### src/rtl/vga_timing_pkg.sv
// vga_timing_pkg: 640x480@60 raster constants and the sync/blank tuple type
package vga_timing_pkg;
    localparam int H_VISIBLE = 640;
    localparam int H_FRONT   = 16;
    localparam int H_SYNC    = 96;
    localparam int H_BACK    = 48;
    localparam int V_VISIBLE = 480;
    localparam int V_FRONT   = 10;
    localparam int V_SYNC    = 2;
    localparam int V_BACK    = 33;
    localparam int H_TOTAL   = H_VISIBLE + H_FRONT + H_SYNC + H_BACK;
    localparam int V_TOTAL   = V_VISIBLE + V_FRONT + V_SYNC + V_BACK;
    localparam int H_SYNC_START = H_VISIBLE + H_FRONT;
    localparam int H_SYNC_END   = H_SYNC_START + H_SYNC;
    localparam int V_SYNC_START = V_VISIBLE + V_FRONT;
    localparam int V_SYNC_END   = V_SYNC_START + V_SYNC;
    localparam int ADDR_W  = 19;
    localparam int COLOR_W = 24;
    localparam int DEFAULT_PIPE_LAT = 2;

    typedef struct packed {
        logic hs;
        logic vs;
        logic vis;
    } sync_t;

    localparam sync_t SYNC_IDLE = '{hs: 1'b1, vs: 1'b1, vis: 1'b0};
endpackage

### src/rtl/vga_delay_line.sv
// vga_delay_line: D-deep, W-wide shift register with a sync active-low reset value
module vga_delay_line #(
    parameter int W = 3,
    parameter int D = 2,
    parameter logic [W-1:0] RST_VAL = '0
) (
    input  logic         clk,
    input  logic         rst_n,
    input  logic [W-1:0] d,
    output logic [W-1:0] q
);
    logic [W-1:0] stage [D];

    // advance one stage per clock; reset fills every stage with the idle value
    always_ff @(posedge clk)
        if (!rst_n) begin
            for (int i = 0; i < D; i++) stage[i] <= RST_VAL;
        end else begin
            stage[0] <= d;
            for (int i = 1; i < D; i++) stage[i] <= stage[i-1];
        end

    assign q = stage[D-1];
endmodule

### src/rtl/vga_scan_controller.sv
// vga_scan_controller: VGA raster counters, pixel address, sync re-alignment and DAC register
module vga_scan_controller
    import vga_timing_pkg::*;
#(
    parameter int PIPE_LAT = DEFAULT_PIPE_LAT,
    parameter int H_VIS = H_VISIBLE,
    parameter int H_FP  = H_FRONT,
    parameter int H_SW  = H_SYNC,
    parameter int H_BP  = H_BACK,
    parameter int V_VIS = V_VISIBLE,
    parameter int V_FP  = V_FRONT,
    parameter int V_SW  = V_SYNC,
    parameter int V_BP  = V_BACK
) (
    input  logic               iVGA_CLK,
    input  logic               iRST_n,
    output logic [ADDR_W-1:0]  oAddress,
    input  logic [COLOR_W-1:0] iColor,
    output logic [7:0]         oVGA_R,
    output logic [7:0]         oVGA_G,
    output logic [7:0]         oVGA_B,
    output logic               oVGA_HS,
    output logic               oVGA_VS,
    output logic               oVGA_BLANK_n,
    output logic               oFrameStart
);
    localparam logic [9:0] H_ACT  = 10'(H_VIS);
    localparam logic [9:0] HS_ON  = 10'(H_VIS + H_FP);
    localparam logic [9:0] HS_OFF = 10'(H_VIS + H_FP + H_SW);
    localparam logic [9:0] H_LAST = 10'(H_VIS + H_FP + H_SW + H_BP - 1);
    localparam logic [9:0] V_ACT  = 10'(V_VIS);
    localparam logic [9:0] V_FS   = 10'(V_VIS - 1);
    localparam logic [9:0] VS_ON  = 10'(V_VIS + V_FP);
    localparam logic [9:0] VS_OFF = 10'(V_VIS + V_FP + V_SW);
    localparam logic [9:0] V_LAST = 10'(V_VIS + V_FP + V_SW + V_BP - 1);
    localparam logic [ADDR_W-1:0] A_LAST = ADDR_W'(H_VIS * V_VIS - 1);

    logic [9:0] hcount, vcount;
    logic       h_end, v_end;
    sync_t      raw, dly;

    assign h_end = hcount == H_LAST;
    assign v_end = vcount == V_LAST;
    assign raw = '{hs:  !(hcount >= HS_ON && hcount < HS_OFF),
                   vs:  !(vcount >= VS_ON && vcount < VS_OFF),
                   vis: hcount < H_ACT && vcount < V_ACT};

    // raster position: hcount wraps each line, vcount each frame
    always_ff @(posedge iVGA_CLK)
        if (!iRST_n) begin
            hcount <= '0;
            vcount <= '0;
        end else begin
            hcount <= h_end ? '0 : hcount + 10'd1;
            if (h_end) vcount <= v_end ? '0 : vcount + 10'd1;
        end

    // address steps only on visible pixels, so in blanking it already points at the next one
    always_ff @(posedge iVGA_CLK)
        if (!iRST_n) oAddress <= '0;
        else if (raw.vis) oAddress <= oAddress == A_LAST ? '0 : oAddress + ADDR_W'(1);

    // frame strobe lands on the first line of vertical blanking
    always_ff @(posedge iVGA_CLK)
        oFrameStart <= iRST_n && h_end && vcount == V_FS;

    vga_delay_line #(
        .W      (3),
        .D      (PIPE_LAT),
        .RST_VAL(SYNC_IDLE)
    ) u_align (
        .clk  (iVGA_CLK),
        .rst_n(iRST_n),
        .d    (raw),
        .q    (dly)
    );

    // pin register: delayed sync/blank with colour forced to black outside the visible area
    always_ff @(posedge iVGA_CLK)
        if (!iRST_n) begin
            {oVGA_R, oVGA_G, oVGA_B} <= '0;
            oVGA_HS      <= 1'b1;
            oVGA_VS      <= 1'b1;
            oVGA_BLANK_n <= 1'b0;
        end else begin
            {oVGA_R, oVGA_G, oVGA_B} <= dly.vis ? iColor : '0;
            oVGA_HS      <= dly.hs;
            oVGA_VS      <= dly.vs;
            oVGA_BLANK_n <= dly.vis;
        end
endmodule

### config.mk
export PLATFORM = sky130hd
export DESIGN_NAME = vga_scan_controller
export DESIGN_NICKNAME = d
export VERILOG_FILES = /design/src/rtl/vga_timing_pkg.sv /design/src/rtl/vga_delay_line.sv /design/src/rtl/vga_scan_controller.sv
export SDC_FILE = /design/constraint.sdc
export NUM_CORES = 1
export LEC_CHECK = 0
export ABC_CLOCK_PERIOD_IN_PS = 2300
export BUFFER_PORTS_ARGS = -buffer_cell sky130_fd_sc_hd__clkbuf_2
export CORE_MARGIN = 2
export CORE_UTILIZATION = 50
export DETAILED_ROUTE_END_ITERATION = 12
export PLACE_DENSITY_LB_ADDON = 0.05
export SLEW_MARGIN = 30
export SYNTH_ARGS = -nofsm -noshare
export SYNTH_HDL_FRONTEND = slang
export SYNTH_SLANG_ARGS = --single-unit
### constraint.sdc
create_clock -name iVGA_CLK -period 2.3 [get_ports iVGA_CLK]
set_clock_uncertainty 0.1 [all_clocks]
set_input_delay 0.69 -clock iVGA_CLK [delete_from_list [all_inputs] [get_ports iVGA_CLK]]
set_output_delay 0.69 -clock iVGA_CLK [all_outputs]
set_load 0.01 [all_outputs]
Word-level counts from Yosys, hierarchy flattened
Memories as Yosys holds them, arrays and structs flattened.
Cells that the tools add are included.
{"block": "totals", "inputBits": 26, "mem_count": 1, "ram_bits": 6, "output_inout_bits": 47, "reg_bits": 67}
{"memory": "u_align.stage", "words": 2, "width": 3, "read_ports": 2, "rd_ports_with_merged_regs": 0, "wr": 2, "line_no": "vga_delay_line.sv:12", "text": "logic [W-1:0] stage [D];"}
{"block": "op_classes", "addsub": 3, "reduce_logical": 9, "order_cmp": 6, "n_bitwise": 3, "n_mux": 6, "n_eq_ne": 4}
{"operator": "10-bit by 1-bit adder with 10-bit output, second input constant", "count": 2}
{"operator": "10-bit equality test, second input constant", "count": 2}
{"operator": "10-bit less-than comparator, second input constant", "count": 2}
{"operator": "10-bit by 9-bit less-than comparator with 1-bit output, second input constant", "count": 2}
{"operator": "19-bit by 1-bit adder with 19-bit output, second input constant", "count": 1}
{"operator": "19-bit equality test, second input constant", "count": 1}
{"operator": "19-bit 2-to-1 mux", "count": 1}
{"operator": "10-bit by 9-bit equality test with 1-bit output, second input constant", "count": 1}
{"operator": "10-bit greater-or-equal comparator, second input constant", "count": 1}
{"operator": "10-bit by 9-bit greater-or-equal comparator with 1-bit output, second input constant", "count": 1}
{"operator": "10-bit 2-to-1 mux", "count": 1}
{"operator": "3-bit 2-to-1 mux", "count": 2}
{"operator": "1-bit logical AND", "count": 5}
{"operator": "1-bit zero test", "count": 2}
{"operator": "1-bit 2-to-1 mux", "count": 2}
{"operator": "1-bit bitwise OR", "count": 2}
{"operator": "2-bit AND reduction", "count": 1}
{"operator": "2-bit OR reduction", "count": 1}
{"operator": "1-bit inverter", "count": 1}

Depth between registers and ports, before layout
{"block": "depth", "ltp_word": 4, "depth_mapped": 7}

Cells and area by module
A second synthesis with hierarchy kept.
{"block": "unflattened", "cells_unflattened": 300, "area_unflattened_um2": 2896.5}
{"module": "vga_scan_controller", "area_each_um2": 2716.4, "cells_per_inst": 285, "seq_area_each_um2": 1341.3, "instances": 1}
{"module": "vga_delay_line", "area_each_um2": 180.2, "cells_per_inst": 15, "seq_area_each_um2": 120.1, "instances": 1}

Worst setup path after synthesis
Ideal clock, no wire load.
{"block": "synth_timing", "kind": "reg2reg", "start": "register oAddress[0]", "end": "register oAddress[15]", "path_stages_with_launch": 8, "arrival_time_ps": 1859, "required_ps": 2130, "path_slack_ps": 270, "path_cell_list": "dfxtp_1 > ha_1 > and3_2 > and3_4 > buf_6 > a211o_1 > or3b_1 > a21boi_1"}
{"block": "synth_via", "elab_chain_cells": 2}
{"item": "start: declaration", "line_no": "vga_scan_controller.sv:17", "text": "output logic [ADDR_W-1:0] oAddress,"}
{"item": "start signal: assignment", "line_no": "vga_scan_controller.sv:61", "text": "else if (raw.vis) oAddress <= oAddress == A_LAST ? '0 : oAddress + ADDR_W'(1);"}
{"item": "19-bit by 1-bit adder with 19-bit output or 19-bit equality test (tied branches)", "line_no": "vga_scan_controller.sv:61"}
{"item": "19-bit 2-to-1 mux (*)", "line_no": "vga_scan_controller.sv:61"}
Mark *: on every way between the ends. The rest lies on a longest branch, timed or not.
A chain may end at the register's enable or synchronous reset.

Worst setup path in the final report
{"block": "layout_timing", "start": "register hcount[0]", "end": "register vcount[5]"}
{"block": "layout_via", "elab_chain_cells": 1}
{"item": "start: declaration", "line_no": "vga_scan_controller.sv:38", "text": "logic [9:0] hcount, vcount;"}
{"item": "start signal: assignment", "line_no": "vga_scan_controller.sv:54", "text": "hcount <= h_end ? '0 : hcount + 10'd1;"}
{"item": "10-bit equality test", "line_no": "vga_scan_controller.sv:42", "text": "assign h_end = hcount == H_LAST;"}
{"item": "end signal: assignment", "line_no": "vga_scan_controller.sv:55", "text": "if (h_end) vcount <= v_end ? '0 : vcount + 10'd1;"}
{"item": "end: declaration", "line_no": "vga_scan_controller.sv:38"}
Every way passes these cells.

==> flow_metrics.env <==
export IMPL_slew_viol_final=0
export IMPL_hold_path_class="reg -> reg"
export IMPL_htree_levels=3
export IMPL_numPortBuffers=72
export IMPL_post_dp_cell_area_mm2=0.00337
export IMPL_clkSlewWorstSetupHoldPaths_ns=0.08
export IMPL_p_total_uw=2490
export IMPL_drc=0
export IMPL_grt_ovfl_total=0
export IMPL_root_buffer="clkbuf_8"
export IMPL_grt_pass1_vias=2032
export IMPL_synth_cells=298
export IMPL_cts_sinks=73
export IMPL_detail_route_first_pass_iterations=4
export IMPL_synth_top_cell_by_area="dfxtp_1"
export IMPL_coreArea_mm2=0.00557
export IMPL_synth_top_area_share_pct=50.3
export IMPL_rows=27
export IMPL_p_per_area_mw_per_mm2=693
export IMPL_ant_nets=0
export IMPL_layout_cells_non_filler=454
export IMPL_timing_fmax_ghz=0.476
export IMPL_synth_fp_nets=330
export IMPL_maxCapViolations=0
export IMPL_design_area_mm2=0.00359
export IMPL_grt_pass1_wl_um=8970
export IMPL_num_io_pins=73
export IMPL_antenna_cells=0
export IMPL_place_congestion=0.802
export IMPL_fin_crit_sh_pct=91.4
export IMPL_synth_cell_types=47
export IMPL_hold_buffers=0
export IMPL_grt_setup_unrepaired="false"
export IMPL_synth_ff_type="dfxtp_1"
export IMPL_critPathMaxFanout=9
export IMPL_syn_avg_cell_area_um2=9.76
export IMPL_dp_cells=439
export IMPL_worstSetupEndpointType="flip-flop"
export IMPL_place_hpwl_um=4200
export IMPL_ys_seq_area_share_pct=50.3
export IMPL_grt_usage_pct=18.2
export IMPL_drt_iter0_markers=68
export IMPL_worstPathRequired_ns=2.47
export IMPL_cts_resized=0
export IMPL_synthArstFlopShare_pct=0
export IMPL_wl_per_cell_um=12.7
export IMPL_fin_nets=410
export IMPL_period_minus_slack_ns=2.10
export IMPL_cts_buffers=9
export IMPL_via_count=2315
export IMPL_die_y_um=80.3
export IMPL_synth_edf_count=0
export IMPL_slew_headroom_pct=59.5
export IMPL_clock_latency_ns=0.34
export IMPL_grt_max_degree=27
export IMPL_die_area_mm2=0.00644
export IMPL_routed_wl_um=5750
export IMPL_start_kind="flip-flop"
export IMPL_synth_top_cells_by_area="dfxtp_1 (50%), and3_1 (6.0%), xnor2_1 (4.5%)"
export IMPL_finalSetupViolations=0
export IMPL_n_fill_cell=501
export IMPL_post_cts_setup_buffers=0
export IMPL_hold_slack_ns=0.305
export IMPL_syn_to_final_growth_pct=23.5
export IMPL_initial_core_util_pct=52.2
export IMPL_cts_buffer_depth=2
export IMPL_critPathKind="reg -> reg"
export IMPL_synth_warnings=0
export IMPL_yosys_register_bits=73
export IMPL_die_w_um=80.3
export IMPL_drive_gt1_share_pct=28.3
export IMPL_status="finished, final reports clean"
export IMPL_antenna_found_initial=0
export IMPL_via_per_inst=5.10
export IMPL_max_vdd_ir_drop_mv=0.465
export IMPL_tritoncts="done"
export IMPL_syn_area_mm2=0.00291
export IMPL_worst_pin_slew_ns=0.599
export IMPL_fin_setup_tns_ns=0
export IMPL_finalHoldViolCount=0
export IMPL_p_leak_uw=0.00157
export IMPL_worstPathArrival_ns=2.27
==> through the flow <==
step / setup WS [ns] / util [%]
5_1_grt: 0.0625 / 64.4
2_1_floorplan: 0.270 / -
6_report: 0.198 / 64.4
3_3_place_gp: 0.246 / 60.5
4_1_cts: 0.198 / 64.4
3_5_place_dp: 0.208 / 60.5
==> logic make-up (layout without fill, tap and decap cells) <==
family	Yosys count	after routing	synth area share, %
xor gates and xnor gates	25	25	7.53
and+or+nand+nor	145	145	29.4
AOI/OAI and AO/OA	26	26	6.45
muxes	2	2	0.688
DFF	73	73	50.3
adders and majority gates	6	6	2.58
buffers and inverters	21	105	3.06
==> sequential cells by signal, summed over array words and instances, names as in the netlist <==
signal         flops
oAddress          19
hcount            10
vcount            10
oVGA_B             8
oVGA_G             8
oVGA_R             8
u_align.stage      6
oFrameStart        1
oVGA_BLANK_n       1
oVGA_HS            1
oVGA_VS            1
==> synthesized netlist by cell type (3+ instances only) <==
cell type	number
nand4b_1	3
nand3_1	13
xor2_1	10
inv_1	8
ha_1	6
nand4_1	6
nor2b_1	3
xnor2_1	15
or4_1	3
nor2_1	28
nand2b_1	6
and3_2	4
clkbuf_1	10
and3_1	28
and4_1	5
dfxtp_1	73
a21oi_1	5
o21ai_0	5
nor3_1	6
a22oi_1	3
and2_1	8
nand2_1	16
==> path summary, 6_finish.rpt <==
| path | startpoint | endpoint | slack (ns) | cells after the start |
|---|---|---|---|---|
| worst max-delay path | hcount[0] | vcount[5] | 0.20 | 5 |
| worst min-delay path | u_align.stage[0][1] | u_align.stage[0][4] | 0.30 | 1 |
| worst max register to register | hcount[0] | vcount[5] | 0.20 | 5 |
| worst min register to register | u_align.stage[0][1] | u_align.stage[0][4] | 0.30 | 1 |
==> power by group <==
group | leakage (uW) | switching, uW | internal [uW]
clock network | 0.000104 | 455 | 632
registers | 0.000592 | 18.1 | 1290
logic | 0.000876 | 48.6 | 48.0
==> critical path, stage by stage, from the launching register on <==
cell	delay, ns
dfxtp_1	0.39
ha_1	0.24
nand4_2	0.10
or4_1	0.69
or3_1	0.40
a21oi_1	0.13
==> layout make-up <==
cell class	count	area (um^2)	share of cell area (%)
clock buffer	10	138	3.83
clock inverter	5	80.1	2.23
inverter	8	30.0	0.836
multi-input combinational	204	1360	37.8
sequential	73	1460	40.7
tap	72	90.1	2.51
timing repair buffer	82	435	12.1
==> layer usage <==
layer	track usage (%)	routed length [um]	vias to the layer above
met4	8.31	127	0
li1	-	-	1193
met1	22.1	2580	1066
met3	5.73	208	11
met5	0	0	-
met2	29.3	2830	45
==> layout by cell type (no fill, tap or decap), types with 2 or more instances in the layout <==
master	n
a21boi_1	2
ha_1	6
xnor2_1	15
clkbuf_2	72
nand2b_1	6
mux2i_1	2
clkbuf_8	10
a21boi_0	2
nor2_1	28
nand3_1	13
and4_1	5
or3_1	2
and2_1	8
nand4b_1	3
dfxtp_1	73
clkinvlp_4	2
nor4_1	2
xor2_1	10
nor3_1	6
a21oi_1	5
o21ai_1	2
bufinv_16	2
nand2_1	16
or3b_1	2
o21ai_0	5
and3_1	28
nor2b_1	3
nor3_2	2
or4_1	3
buf_4	10
nand4_1	6
a22oi_1	3
inv_1	8
and3_2	4
No activity file was read; power rests on OpenSTA's default activity.
